$ cat src/rtl/muldiv_pkg.sv
// muldiv_pkg: definitions shared by the muldiv unit.
//   - XLEN: datapath width (fixed at 32).
//   - MUL_OP_*: RV32M multiply encodings, taken from funct3[1:0].
//   - mul_state_t: sequencing states of mul_controller.
//   - op_x_signed / op_y_signed: operand signedness for a multiply op.
package muldiv_pkg;

   localparam int XLEN = 32;

   localparam logic [1:0] MUL_OP_MUL    = 2'b00;
   localparam logic [1:0] MUL_OP_MULH   = 2'b01;
   localparam logic [1:0] MUL_OP_MULHSU = 2'b10;
   localparam logic [1:0] MUL_OP_MULHU  = 2'b11;

   typedef enum logic [1:0] {
      ST_IDLE = 2'd0,
      ST_MUL  = 2'd1,
      ST_FIX  = 2'd2,
      ST_DONE = 2'd3
   } mul_state_t;

   // The multiplicand is signed for MULH and MULHSU.
   function automatic logic op_x_signed(input logic [1:0] op);
      return (op == MUL_OP_MULH) || (op == MUL_OP_MULHSU);
   endfunction

   // The multiplier is signed for MULH only.
   function automatic logic op_y_signed(input logic [1:0] op);
      return (op == MUL_OP_MULH);
   endfunction

endpackage

$ cat src/rtl/multiplier_32.sv
// multiplier_32: unsigned 32x32 -> 64 product datapath, purely combinational.
// Ports:
//   a_i  in  32 : unsigned multiplicand
//   b_i  in  32 : unsigned multiplier
//   p_o  out 64 : full unsigned product
module multiplier_32
   import muldiv_pkg::*;
(
   input  logic [XLEN-1:0]   a_i,
   input  logic [XLEN-1:0]   b_i,
   output logic [2*XLEN-1:0] p_o
);

   // Zero-extend both operands so the product is evaluated at full width.
   assign p_o = {{XLEN{1'b0}}, a_i} * {{XLEN{1'b0}}, b_i};

endmodule

$ cat src/rtl/mul_controller.sv
// mul_controller: sequencing controller for the RV32M multiply path.
// Takes MUL/MULH/MULHSU/MULHU requests over valid/ready, feeds operand
// magnitudes to multiplier_32, applies two's-complement sign correction to
// the 64-bit product and returns the selected 32-bit half under backpressure.
//
// Ports:
//   clk_i          in   1 : clock, all state on rising edge
//   reset_i        in   1 : synchronous active-high reset
//   start_i        in   1 : request valid
//   op_i           in   2 : 00 MUL, 01 MULH, 10 MULHSU, 11 MULHU
//   rs1_i          in  32 : multiplicand X
//   rs2_i          in  32 : multiplier Y
//   ready_o        out  1 : request accepted when start_i & ready_o
//   flush_i        in   1 : kill any in-flight operation
//   valid_o        out  1 : result valid
//   result_o       out 32 : result, held while valid_o & ~result_ready_i
//   result_ready_i in   1 : consumer accepts when valid_o & result_ready_i
//   busy_o         out  1 : high whenever the FSM is not in IDLE
//
// Build option:
//   MUL_FUSE_CACHE_EN : adds a one-entry cache of the last X, Y, signedness
//                       class and signed product; a hit on accept jumps
//                       IDLE -> DONE. Undefined: no cache, every op runs the
//                       IDLE -> MUL -> FIX -> DONE path.
module mul_controller
   import muldiv_pkg::*;
(
   input  logic            clk_i,
   input  logic            reset_i,
   input  logic            start_i,
   input  logic [1:0]      op_i,
   input  logic [XLEN-1:0] rs1_i,
   input  logic [XLEN-1:0] rs2_i,
   output logic            ready_o,
   input  logic            flush_i,
   output logic            valid_o,
   output logic [XLEN-1:0] result_o,
   input  logic            result_ready_i,
   output logic            busy_o
);

   mul_state_t        state_q,  state_d;
   logic [1:0]        op_q,     op_d;
   logic              neg_q,    neg_d;
   logic [XLEN-1:0]   x_mag_q,  x_mag_d;
   logic [XLEN-1:0]   y_mag_q,  y_mag_d;
   logic [2*XLEN-1:0] prod_q,   prod_d;
   logic [XLEN-1:0]   result_q, result_d;

   logic              x_neg, y_neg;
   logic [XLEN-1:0]   x_mag, y_mag;
   logic [2*XLEN-1:0] mult_p;
   logic [2*XLEN-1:0] p_fix;

`ifdef MUL_FUSE_CACHE_EN
   // Raw operands of the op in flight, needed to tag the cache entry in FIX.
   logic [XLEN-1:0]   x_raw_q,     x_raw_d;
   logic [XLEN-1:0]   y_raw_q,     y_raw_d;
   logic              cache_vld_q, cache_vld_d;
   logic [XLEN-1:0]   cache_x_q,   cache_x_d;
   logic [XLEN-1:0]   cache_y_q,   cache_y_d;
   logic [1:0]        cache_cls_q, cache_cls_d;
   logic [2*XLEN-1:0] cache_p_q,   cache_p_d;
   logic              cache_hit;
   logic [XLEN-1:0]   cache_half;
`endif

   // Operand conditioning. Negating 0x8000_0000 yields 0x8000_0000, which is
   // the correct magnitude when read as unsigned.
   assign x_neg = op_x_signed(op_i) & rs1_i[XLEN-1];
   assign y_neg = op_y_signed(op_i) & rs2_i[XLEN-1];
   assign x_mag = x_neg ? (~rs1_i + 1'b1) : rs1_i;
   assign y_mag = y_neg ? (~rs2_i + 1'b1) : rs2_i;

   multiplier_32 u_multiplier_32 (
      .a_i (x_mag_q),
      .b_i (y_mag_q),
      .p_o (mult_p)
   );

   // Sign-corrected product P'.
   assign p_fix = neg_q ? (~prod_q + 1'b1) : prod_q;

`ifdef MUL_FUSE_CACHE_EN
   // The low half is sign-independent, so MUL may reuse an entry of any class.
   assign cache_hit  = cache_vld_q && (rs1_i == cache_x_q) && (rs2_i == cache_y_q) &&
                       ((op_i == cache_cls_q) || (op_i == MUL_OP_MUL));
   assign cache_half = (op_i == MUL_OP_MUL) ? cache_p_q[XLEN-1:0] : cache_p_q[2*XLEN-1:XLEN];
`endif

   always_comb begin
      state_d  = state_q;
      op_d     = op_q;
      neg_d    = neg_q;
      x_mag_d  = x_mag_q;
      y_mag_d  = y_mag_q;
      prod_d   = prod_q;
      result_d = result_q;
`ifdef MUL_FUSE_CACHE_EN
      x_raw_d     = x_raw_q;
      y_raw_d     = y_raw_q;
      cache_vld_d = cache_vld_q;
      cache_x_d   = cache_x_q;
      cache_y_d   = cache_y_q;
      cache_cls_d = cache_cls_q;
      cache_p_d   = cache_p_q;
`endif

      if (flush_i) begin
         // Flush overrides everything, including a simultaneous start.
         state_d = ST_IDLE;
      end else begin
         unique case (state_q)
            ST_IDLE: begin
               if (start_i) begin
                  // MUL keeps neg low: its low half does not depend on sign.
                  op_d    = op_i;
                  x_mag_d = x_mag;
                  y_mag_d = y_mag;
                  neg_d   = (op_i != MUL_OP_MUL) && (x_neg ^ y_neg);
                  state_d = ST_MUL;
`ifdef MUL_FUSE_CACHE_EN
                  x_raw_d = rs1_i;
                  y_raw_d = rs2_i;
                  if (cache_hit) begin
                     result_d = cache_half;
                     state_d  = ST_DONE;
                  end
`endif
               end
            end
            ST_MUL: begin
               prod_d  = mult_p;
               state_d = ST_FIX;
            end
            ST_FIX: begin
               result_d = (op_q == MUL_OP_MUL) ? p_fix[XLEN-1:0] : p_fix[2*XLEN-1:XLEN];
               state_d  = ST_DONE;
`ifdef MUL_FUSE_CACHE_EN
               cache_vld_d = 1'b1;
               cache_x_d   = x_raw_q;
               cache_y_d   = y_raw_q;
               cache_cls_d = op_q;
               cache_p_d   = p_fix;
`endif
            end
            ST_DONE: begin
               if (result_ready_i) begin
                  state_d = ST_IDLE;
               end
            end
            default: state_d = ST_IDLE;
         endcase
      end
   end

   always_ff @(posedge clk_i) begin
      if (reset_i) begin
         state_q  <= ST_IDLE;
         op_q     <= '0;
         neg_q    <= 1'b0;
         x_mag_q  <= '0;
         y_mag_q  <= '0;
         prod_q   <= '0;
         result_q <= '0;
`ifdef MUL_FUSE_CACHE_EN
         x_raw_q     <= '0;
         y_raw_q     <= '0;
         cache_vld_q <= 1'b0;
         cache_x_q   <= '0;
         cache_y_q   <= '0;
         cache_cls_q <= '0;
         cache_p_q   <= '0;
`endif
      end else begin
         state_q  <= state_d;
         op_q     <= op_d;
         neg_q    <= neg_d;
         x_mag_q  <= x_mag_d;
         y_mag_q  <= y_mag_d;
         prod_q   <= prod_d;
         result_q <= result_d;
`ifdef MUL_FUSE_CACHE_EN
         x_raw_q     <= x_raw_d;
         y_raw_q     <= y_raw_d;
         cache_vld_q <= cache_vld_d;
         cache_x_q   <= cache_x_d;
         cache_y_q   <= cache_y_d;
         cache_cls_q <= cache_cls_d;
         cache_p_q   <= cache_p_d;
`endif
      end
   end

   // All status outputs are pure decodes of the state register.
   assign ready_o  = (state_q == ST_IDLE);
   assign valid_o  = (state_q == ST_DONE);
   assign busy_o   = (state_q != ST_IDLE);
   assign result_o = result_q;

endmodule

$ cat config.mk
export PLATFORM = sky130hd
export DESIGN_NAME = mul_controller
export DESIGN_NICKNAME = d
export VERILOG_FILES = /design/src/rtl/muldiv_pkg.sv /design/src/rtl/multiplier_32.sv /design/src/rtl/mul_controller.sv
export SDC_FILE = /design/constraint.sdc
export NUM_CORES = 2
export LEC_CHECK = 0
export BUFFER_PORTS_ARGS = -buffer_cell sky130_fd_sc_hd__buf_4
export CAP_MARGIN = 20
export CORE_MARGIN = 2
export CORE_UTILIZATION = 46
export CTS_CLUSTER_DIAMETER = 60
export DETAILED_ROUTE_END_ITERATION = 7
export GPL_TIMING_DRIVEN = 0
export PLACE_DENSITY = 0.6
export SLEW_MARGIN = 5
export SYNTH_ARGS = -nofsm -noshare
export SYNTH_HDL_FRONTEND = slang
export SYNTH_SLANG_ARGS = --single-unit
export TNS_END_PERCENT = 1
$ cat constraint.sdc
create_clock -name clk_i -period 16.1 [get_ports clk_i]
set_input_delay 4.83 -clock clk_i [delete_from_list [all_inputs] [get_ports clk_i]]
set_output_delay 4.83 -clock clk_i [all_outputs]
set_load 0.02 [all_outputs]
==> results.toml <==
[setup_path]
rrSetupSlack_ns = 6.41
cpMaxStageDelayCell = "clkbuf_1"
max_stage_delay_ns = 0.82
crit_chain = "clkbuf_1, nand2_1, fa_1, inv_1, fa_1, fa_1, fa_1, fa_1, fa_1, inv_1, fa_1, inv_1, ha_1, ha_1, nand2_1, nor3_1, nand3_1, a22o_1, a21oi_1, a21boi_1, a41oi_1, o31ai_1, xnor2_1, o21ai_0"
end_kind = "register"
cp.arrival_ns = 10.05
worstSetupStartpoint = "x_mag_q[27]"
crit_path_frequent_cell = "fa_1"
r2r_end = "prod_q[58]"
crit_fanout = 10
r2r-start = "x_mag_q[27]"
reg2reg_depth = 24
cp-start-kind = "register"
cp.required_ns = 16.46
critPathKind = "reg2reg"

[route]
ant_nets = 0
met3WireLength_mm = 20.0
vias_per_cell = 5.82
initialDrtViolationCount = 3429
wl_mm = 173
vias = 35800
wl_met1_mm = 67.8
routedWlPerCell_um = 28.0
drc = 1
highest_layer = "met5"
wl_met2_mm = 72.2
dr.pass1.iters = 8

[final_layout]
syn2layout_area_growth_pct = 7.19
drive_gt1_frac = 0.0348
multi_input_area_sq_um = 34300
fillers = 8908
seq_area_sq_um = 3300
fin_area_sq_um = 45000
layout.nets = 6199

[floorplanning]
die_y_um = 306
core_sq_um = 90300
rows = 110
die_w_um = 306
start_util = 0.465
die_area_sq_um = 93800
io_pins = 106

[place]
hpwl_mm = 144
placed_area_sq_um = 44400
routabilityCongestion = 1.06
placement.io_buffers = 105

[synthesis]
synth.distinct_cells = 81
seq_area_frac_synth = 0.0786
synth-edff-count = 0
async_reset_ff_frac = 0
syn_avg_cell_area_sq_um = 8.71
synth_seq_cells = 165
ys_warn_count = 0
syn_inst = 4826
syn_nets = 6065
synthFlopType = "dfxtp_1"
syn-cell-area_sq_um = 42000

[grt]
grt_use_total = 0.375
grt_overflow = 0
antenna_found_initial = 25
grt_pass1_wl_mm = 250
first_global_vias = 36300
grt_max_degree = 17

[clock_network]
htreeDepth = 4
cts_tree = "done"
clock_path_buffers = 2
clk_pin_slew_ns = 0.08
ctsResizeCount = 0
clockRootBuffer = "clkbuf_16"
post_cts_buffers = 0
cts_buffers = 17
cts.sinks = 165
clk_latency_ns = 0.49
ctsHoldBuffers = 0

[timing]
finClkSkew_ns = 0.0200
hold_viol_final = 0
tns_ns = 0
timing.fmax_mhz = 103
slew_headroom = 0.152
min_period_ns = 9.69
rsz0062_at_grt = "false"
drv_slew = 0
setup_violations = 0
post-route-period-util = 0.602
tightest_slew_ns = 1.27

[flow_run]
maxCapViolations = 0

[pwr]
ir_drop_mv = 0.0835
leakagePower_nw = 21.5
power_mw = 2.48
powerDensity_nw_per_um2 = 55.1

[hold_path]
min_to = "result_o[12]"
min_from = "result_o[12]"
whs_path_depth = 2
hp-class = "reg2reg"

[run_status]
status = "finished with violations"
failed_checks = "design-rule violations"
[area by class of cell]
| class | instances | area share |
|---|---|---|
| clock buffer | 18 | 0.00975 |
| multi-input combinational | 3502 | 0.763 |
| sequential | 165 | 0.0734 |
| clock inverter | 13 | 0.00358 |
| buffer | 281 | 0.0239 |
| timing repair buffer | 115 | 0.0206 |
| inverter | 878 | 0.0732 |
| tap | 1176 | 0.0327 |
| antenna | 8 | 0.000445 |
[per-layer routing]
metal / track usage / up-vias
li1: - / 15000
met1: 0.500 / 18300
met2: 0.543 / 2094
met3: 0.104 / 513
met4: 0.223 / 14
met5: 0 / -
[how the worst max path moves through the flow]
stage,to,slack [ns],depth (start not counted)
finish,prod_q[58],6.41,24
global route,prod_q[58],6.14,26
global placement,prod_q[58],6.73,23
detailed placement,prod_q[58],6.78,23
CTS,prod_q[58],6.75,23
floorplan,prod_q[63],8.86,26
[cells by family (layout without fill, tap and decap cells)]
family,after synthesis,in the layout,share of synthesized area
adder cells (fa/ha/maj),1168,1168,0.508
XOR/XNOR,161,161,0.0336
flip-flops,165,165,0.0786
buffers and inverters,1159,1305,0.104
AND/OR/NAND/NOR,1646,1646,0.197
multiplexers,2,2,0.000477
other,0,8,0
AO/OA/AOI/OAI,525,525,0.0783
[synth_stat cells, drive strengths merged (7+ instances only)]
master	count	area, sq um
fa	896	17900
inv	876	3290
and2	636	3980
nand2	632	2370
ha	272	3400
clkbuf	268	1020
a21oi	186	931
dfxtp	165	3300
nor2	159	597
o21ai	117	589
xnor2	95	832
xor2	66	578
a211oi	61	458
nor3	47	235
nand3	39	195
or3	32	200
o211ai	28	215
a21o	22	169
nor4	20	131
o21bai	19	143
o31ai	16	120
a31oi	14	109
nand4	14	87.6
a311oi	13	114
buf	12	48.8
nand2b	12	75.1
and3	11	70.1
nor2b	8	50.1
or2	7	43.8
[state kept, by name (all words and copies together), names as in the netlist]
register / flops
result_o: 32
y_mag_q: 32
prod_q: 64
state_q: 2
op_q: 2
neg_q: 1
x_mag_q: 32
[layout by cell type (no fill, tap or decap), types with 6 or more instances in the layout]
cell type / n
nand3b_1: 6
nand3_1: 39
xor2_1: 66
or2_2: 7
a21oi_1: 186
diode_2: 8
or3_1: 32
a21o_1: 19
nor3_1: 47
and2_1: 634
a311oi_1: 13
a31oi_1: 12
nor2b_1: 8
nand2_1: 632
o21ai_0: 115
clkbuf_1: 267
clkbuf_16: 17
o21bai_1: 19
nor2_1: 159
nand2b_1: 12
ha_1: 272
buf_4: 106
inv_1: 876
buf_1: 11
xnor2_1: 95
a211oi_1: 61
o211ai_1: 27
o31ai_1: 16
nand4_1: 14
dfxtp_1: 165
buf_8: 7
fa_1: 896
and3_1: 10
nor4_1: 19
or4_1: 6
[worst max-delay path: cells and delay by family (launching register included)]
family	cells	cell delay, ns
compound gates	6	1.99
buf+inv	4	1.23
fa+ha+maj	9	4.32
flops	1	0.71
xor+xnor	1	0.17
simple gates	4	1.11
[metrics by stage]
stage	cells	hold slack (ns)	util	setup slack [ns]
after floorplan	4826	0.444	-	8.86
after global placement	6107	0.445	0.490	6.73
after detailed placement	6114	0.450	0.492	6.78
after CTS	6145	0.461	0.498	6.75
after global routing	6150	0.479	0.499	6.14
final	6156	0.460	0.499	6.41
[where the power goes]
group          total [mW]  internal [mW]  switching [mW]
Sequential          0.483          0.428          0.0554
Combinational        1.56          0.513            1.05
Clock               0.437          0.237           0.199
Note: power is estimated with default switching activity, not from simulation.
